### src/rtl/iob_sync_handshake_tx.sv
// Source side of a four-phase req/ack crossing: holds a captured word on data_o,
// raises req_o, and waits for the synchronized ack through both phases.
module iob_sync_handshake_tx #(
   parameter int                DATA_W      = 21,
   parameter logic [DATA_W-1:0] RST_VAL     = '0,
   parameter int                SYNC_STAGES = 2
) (
   input  logic              clk_i,
   input  logic              arst_n_i,
   input  logic [DATA_W-1:0] data_i,
   input  logic              valid_i,
   output logic              ready_o,
   output logic [DATA_W-1:0] data_o,
   output logic              req_o,
   input  logic              ack_i,
   output logic              done_o,
   output logic              busy_o,
   output logic [1:0]        dbg_state_o
);

   typedef enum logic [1:0] {
      IDLE    = 2'd0,
      SETUP   = 2'd1,
      REQ     = 2'd2,
      RELEASE = 2'd3
   } state_t;

   state_t                 state_q, state_d;
   logic [SYNC_STAGES-1:0] ack_sync;
   logic                   ack_s;
   logic [DATA_W-1:0]      data_d;
   logic                   req_d;
   logic                   done_d;

   // ack_i is asynchronous to clk_i; only the last stage is ever looked at.
   always_ff @(posedge clk_i or negedge arst_n_i) begin
      if (!arst_n_i) begin
         ack_sync <= '0;
      end else begin
         ack_sync <= {ack_sync[SYNC_STAGES-2:0], ack_i};
      end
   end

   assign ack_s = ack_sync[SYNC_STAGES-1];

   // Local handshake: a word transfers on a rising edge where valid_i && ready_o.
   // valid_i may stay high; ready_o drops right after the accept and only returns
   // once the remote side has fully returned ack to zero.
   assign ready_o     = (state_q == IDLE) && !ack_s;
   assign dbg_state_o = state_q;

   always_comb begin
      state_d = state_q;
      data_d  = data_o;
      req_d   = req_o;
      done_d  = 1'b0;
      case (state_q)
         IDLE: begin
            req_d = 1'b0;
            if (valid_i && ready_o) begin
               data_d  = data_i;
               state_d = SETUP;
            end
         end
         SETUP: begin
            // data_o was loaded last edge, so it is stable before req_o rises.
            req_d   = 1'b1;
            state_d = REQ;
         end
         REQ: begin
            req_d = 1'b1;
            if (ack_s) begin
               req_d   = 1'b0;
               done_d  = 1'b1;
               state_d = RELEASE;
            end
         end
         RELEASE: begin
            req_d = 1'b0;
            if (!ack_s) begin
               state_d = IDLE;
            end
         end
         default: begin
            req_d   = 1'b0;
            state_d = IDLE;
         end
      endcase
   end

   always_ff @(posedge clk_i or negedge arst_n_i) begin
      if (!arst_n_i) begin
         state_q <= IDLE;
         data_o  <= RST_VAL;
         req_o   <= 1'b0;
         done_o  <= 1'b0;
         busy_o  <= 1'b0;
      end else begin
         state_q <= state_d;
         data_o  <= data_d;
         req_o   <= req_d;
         done_o  <= done_d;
         busy_o  <= (state_d != IDLE);
      end
   end

endmodule

### config.mk
export PLATFORM = sky130hd
export DESIGN_NAME = iob_sync_handshake_tx
export DESIGN_NICKNAME = d
export VERILOG_FILES = /design/src/rtl/iob_sync_handshake_tx.sv
export SDC_FILE = /design/constraint.sdc
export NUM_CORES = 1
export LEC_CHECK = 0
export ABC_AREA = 0
export ABC_CLOCK_PERIOD_IN_PS = 1900
export CORE_MARGIN = 1
export CORE_UTILIZATION = 41
export DETAILED_ROUTE_END_ITERATION = 8
export GPL_ROUTABILITY_DRIVEN = 0
export PLACE_DENSITY_LB_ADDON = 0.3
export SYNTH_ARGS = -nofsm -noshare
export SYNTH_HDL_FRONTEND = slang
export SYNTH_SLANG_ARGS = --single-unit
### constraint.sdc
create_clock -name clk_i -period 1.9 [get_ports clk_i]
set_clock_uncertainty 0.2 [all_clocks]
set_input_delay 0.38 -clock clk_i [delete_from_list [all_inputs] [get_ports clk_i]]
set_output_delay 0.38 -clock clk_i [all_outputs]
set_load 0.02 [all_outputs]
==> report_table.html <==
<table>
<tr><th>Metric</th><th>Value</th></tr>
<tr><th colspan="2">Status</th></tr>
<tr><td>Result of the run</td><td>finished with violations</td></tr>
<tr><td>Violated checks</td><td>design-rule violations</td></tr>
<tr><th colspan="2">Clock network</th></tr>
<tr><td>Clock-pin slew reported for the worst setup and hold paths after clock tree synthesis</td><td>140 ps</td></tr>
<tr><td>H-tree depth reported by CTS</td><td>1</td></tr>
<tr><td>Number of post-CTS setup repair buffers</td><td>0</td></tr>
<tr><td>Number of cells upsized or downsized after cts</td><td>17</td></tr>
<tr><td>Inserted Clock Buffers</td><td>3</td></tr>
<tr><td>TritonCTS clock tree</td><td>yes</td></tr>
<tr><td>Skew-Pair Late Insertion Delay</td><td>320 ps</td></tr>
<tr><td>Number of buffers on the longest clock path</td><td>2</td></tr>
<tr><td>Post-CTS Hold Buffers</td><td>0</td></tr>
<tr><td>Clk Tree Root Cell</td><td>sky130_fd_sc_hd__clkbuf_4</td></tr>
<tr><td>CTS sink cnt</td><td>28</td></tr>
<tr><th colspan="2">Logic synthesis</th></tr>
<tr><td>Proportion of synthesized chip area in sequential cells</td><td>57.08%</td></tr>
<tr><td>Cell with the most instances after synthesis</td><td>sky130_fd_sc_hd__dfrtp_1</td></tr>
<tr><td>Compound-Gate Fraction of Synth Area</td><td>3.466%</td></tr>
<tr><td>Number of enable-type register cells in the synthesized netlist</td><td>0</td></tr>
<tr><td>Post-synthesis area per instance</td><td>16.37 um2</td></tr>
<tr><td>Share of the synthesized area in the top cell type</td><td>57.08%</td></tr>
<tr><td>Combinational family with the most area after synthesis</td><td>multiplexers</td></tr>
<tr><td>Cell types with the highest counts after synthesis</td><td>sky130_fd_sc_hd__dfrtp_1 (28), sky130_fd_sc_hd__mux2_4 (18), sky130_fd_sc_hd__ha_1 (5)</td></tr>
<tr><td>Simple-Gate Fraction of Synth Area</td><td>5.403%</td></tr>
<tr><td>Netlist area before placement</td><td>1227 um2</td></tr>
<tr><td>Flip-flop and latch count after synthesis</td><td>28</td></tr>
<tr><td>Gate count of the mapped netlist</td><td>75</td></tr>
<tr><td>Largest area contributor in the synthesized netlist</td><td>sky130_fd_sc_hd__dfrtp_1</td></tr>
<tr><td>Area share of fa/ha/maj cells after synthesis</td><td>5.097%</td></tr>
<tr><td>Top area cells in the synthesized netlist</td><td>sky130_fd_sc_hd__dfrtp_1 (57%), sky130_fd_sc_hd__mux2_4 (22%), sky130_fd_sc_hd__ha_1 (5.1%)</td></tr>
<tr><td>Most used flip-flop cell after synthesis</td><td>sky130_fd_sc_hd__dfrtp_1</td></tr>
<tr><td>Yosys cell types</td><td>18</td></tr>
<tr><td>Fraction of synthesis flops using an asynchronous set or reset pin</td><td>100.0%</td></tr>
<tr><td>Post-synth net total</td><td>105</td></tr>
<tr><td>Xor and xnor area share after synthesis</td><td>0%</td></tr>
<tr><td>Syn. warnings</td><td>0</td></tr>
<tr><td>Multiplexer share of the synthesized area</td><td>25.59%</td></tr>
<tr><th colspan="2">Worst setup path</th></tr>
<tr><td>Crit. End Element</td><td>output port</td></tr>
<tr><td>Worst endpoint required time</td><td>1320 ps</td></tr>
<tr><td>Arrival time at the worst endpoint</td><td>1230 ps</td></tr>
<tr><td>Cells on worst reg2reg path</td><td>6</td></tr>
<tr><td>Classification of the worst setup path</td><td>reg -&gt; out</td></tr>
<tr><td>Nature of the critical path startpoint</td><td>register</td></tr>
<tr><td>Maximum fanout count along the critical path</td><td>2</td></tr>
<tr><th colspan="2">STA</th></tr>
<tr><td>Setup repair after global routing missed its margin</td><td>false</td></tr>
<tr><td>Final Max Tran Viols</td><td>0</td></tr>
<tr><td>Final-report hold violation count</td><td>0</td></tr>
<tr><td>Total Negative Setup Slacks</td><td>0 ps</td></tr>
<tr><td>Worst slew slack as a fraction of its limit</td><td>76.34%</td></tr>
<tr><td>Upper clock frequency limit</td><td>0.5535 GHz</td></tr>
<tr><td>Final Cycle Share</td><td>95.09%</td></tr>
<tr><td>Slew at the pin closest to its max-slew limit</td><td>354.9 ps</td></tr>
<tr><td>Total of endpoints with negative setup slack in the final report</td><td>0</td></tr>
<tr><td>Fin crit period</td><td>1807 ps</td></tr>
<tr><th colspan="2">Global routing</th></tr>
<tr><td>Number of global-route vias before repair</td><td>861</td></tr>
<tr><td>Global-route wire length before repair</td><td>3988 um</td></tr>
<tr><td>Total global routing track utilization</td><td>16.51%</td></tr>
<tr><td>Total congestion overflow</td><td>0</td></tr>
<tr><td>Antenna violations before repair</td><td>0</td></tr>
<tr><td>Maximum number of pins on one net before global-route repair</td><td>29</td></tr>
<tr><th colspan="2">Floorplan</th></tr>
<tr><td>Number of top-level pins</td><td>52</td></tr>
<tr><td>Die Wd</td><td>56.72 um</td></tr>
<tr><td>Die extent in y</td><td>56.72 um</td></tr>
<tr><td>Total number of placement rows</td><td>19</td></tr>
<tr><td>Effective utilization at floorplan</td><td>43.76%</td></tr>
<tr><td>Die outline area</td><td>3217 um2</td></tr>
<tr><td>Floorplan Core Area</td><td>2805 um2</td></tr>
<tr><th colspan="2">Detailed routing</th></tr>
<tr><td>Total vias in the final route</td><td>813</td></tr>
<tr><td>Count of TritonRoute iterations in the first routing pass</td><td>6</td></tr>
<tr><td>DRC violation count after routing</td><td>10</td></tr>
<tr><td>Post-route ant nets</td><td>0</td></tr>
<tr><td>Detailed Route Iter0 Violations</td><td>24</td></tr>
<tr><td>Detailed-route vias per instance</td><td>4.839</td></tr>
<tr><td>Average detailed-routed wire length per instance</td><td>15.23 um</td></tr>
<tr><td>Final WL</td><td>2559 um</td></tr>
<tr><th colspan="2">Flow run</th></tr>
<tr><td>Max-Cap Viols</td><td>0</td></tr>
<tr><th colspan="2">Placed design</th></tr>
<tr><td>Number of cells in the design after placement</td><td>164</td></tr>
<tr><td>Placed wire-length estimate after detailed placement</td><td>1873 um</td></tr>
<tr><td>Count of input and output buffers</td><td>51</td></tr>
<tr><th colspan="2">Pwr</th></tr>
<tr><td>Worst IR drop on VDD</td><td>0.0007101 V</td></tr>
<tr><td>Power per unit of standard cell area</td><td>1589 nW/um2</td></tr>
<tr><td>P_leak</td><td>1.062 nW</td></tr>
<tr><th colspan="2">Layout</th></tr>
<tr><td>Post-synthesis to final-layout area growth</td><td>54.13%</td></tr>
<tr><td>Non-filler cells, final</td><td>168</td></tr>
<tr><td>Final net count</td><td>168</td></tr>
<tr><td>Share of final-layout standard cells stronger than drive strength 1</td><td>29.20%</td></tr>
<tr><td>Number of antenna cells inserted</td><td>0</td></tr>
<tr><th colspan="2">Worst hold path</th></tr>
<tr><td>Cell count of the worst hold path</td><td>0</td></tr>
<tr><td>Worst min path class</td><td>reg -&gt; reg</td></tr>
</table>
==> worst paths after layout <==
check	from	end	slack [ps]
max in group asynchronous	arst_n_i	dbg_state_o[0]$_DFF_PN0_	1010
worst min register to register	ack_sync[0]$_DFF_PN0_	ack_sync[1]$_DFF_PN0_	170
worst min-delay path	ack_sync[0]$_DFF_PN0_	ack_sync[1]$_DFF_PN0_	170
worst max register to register	dbg_state_o[0]$_DFF_PN0_	busy_o$_DFF_PN0_	190
min in group asynchronous	arst_n_i	data_o[10]$_DFFE_PN0P_	220
worst max-delay path	dbg_state_o[0]$_DFF_PN0_	ready_o	90
==> cells by family (layout without fill, tap and decap cells) <==
logic type,count (synthesis),in the layout
DFF,28,28
AOI/OAI and AO/OA,6,6
adders and majority gates,5,5
muxes,22,22
and+or+nand+nor,9,9
buffers and inverters,5,67
==> cell usage in the layout, fill, tap and decap left out <==
master                            Yosys  final
sky130_fd_sc_hd__dlymetal6s2s_1       0     13
sky130_fd_sc_hd__inv_1                3      3
sky130_fd_sc_hd__nand2_1              1      1
sky130_fd_sc_hd__ha_1                 5      4
sky130_fd_sc_hd__dfrtp_1             28     28
sky130_fd_sc_hd__buf_12               0      2
sky130_fd_sc_hd__nand3b_4             1      1
sky130_fd_sc_hd__a21oi_1              3      3
sky130_fd_sc_hd__mux2_2               3      3
sky130_fd_sc_hd__dlygate4sd2_1        0     13
sky130_fd_sc_hd__ha_2                 0      1
sky130_fd_sc_hd__and2b_1              1      1
sky130_fd_sc_hd__nor2_1               2      2
sky130_fd_sc_hd__buf_4                0      8
sky130_fd_sc_hd__clkdlybuf4s50_1      0     24
sky130_fd_sc_hd__mux2i_1              1      1
sky130_fd_sc_hd__a211o_2              1      1
sky130_fd_sc_hd__and2_2               1      1
sky130_fd_sc_hd__clkbuf_8             0      1
sky130_fd_sc_hd__o21a_1               1      1
sky130_fd_sc_hd__a311o_1              1      1
sky130_fd_sc_hd__mux2_4              18     18
sky130_fd_sc_hd__and4_2               1      1
sky130_fd_sc_hd__nor3_1               2      2
sky130_fd_sc_hd__clkbuf_4             0      3
==> routing by layer <==
metal | GRT usage, % | wire [um] | vias to the layer above
met5 | 0 | 0 | -
met2 | 30.27 | 1354 | 25
met4 | 5.357 | 19 | 0
li1 | - | - | 385
met3 | 2.535 | 127 | 2
met1 | 19.52 | 1058 | 401
==> report_power, final <==
part | switching [mW] | leakage (nW) | internal (mW)
logic | 0.810 | 0.706 | 0.915
clock network | 0.163 | 0.0210 | 0.117
registers | 0.128 | 0.334 | 0.875
total | 1.10 | 1.06 | 1.91
==> stage by stage <==
| step | setup WS [ps] | hold WS, ps | power, mW | utilization (%) | area (um2) |
|---|---|---|---|---|---|
| after floorplan | 122.9 | -115.6 | 2.039 | - | 1227 |
| after global placement | 38.98 | 136.7 | 2.817 | 65.57 | 1839 |
| after detailed placement | -4.685 | 138.9 | 2.882 | 65.57 | 1839 |
| after CTS | 0.2908 | 172.6 | 3.066 | 66.10 | 1854 |
| after global routing | 8.302 | 188.4 | 3.193 | 67.44 | 1892 |
| final | 93.22 | 168.1 | 3.007 | 67.44 | 1892 |
==> final cells by class <==
| type | instances | area [um2] |
|---|---|---|
| clock buffer | 4 | 36.28 |
| fill | 213 | 913.4 |
| inverter | 3 | 11.26 |
| multi-input combinational | 42 | 488.0 |
| sequential | 28 | 700.7 |
| tap | 31 | 38.79 |
| timing repair buffer | 60 | 616.8 |
==> state kept, by name (all words and copies together), names as in the netlist <==
register	cells
busy_o	1
data_o	21
ack_sync	2
done_o	1
req_o	1
dbg_state_o	2
==> critical path, cell delays in order, from the launching register on <==
cell	delay [ps]
sky130_fd_sc_hd__dfrtp_1	400
sky130_fd_sc_hd__inv_1	70
sky130_fd_sc_hd__ha_2	180
sky130_fd_sc_hd__and2b_1	130
sky130_fd_sc_hd__buf_4	130
No activity file was read; power rests on OpenSTA's default activity.
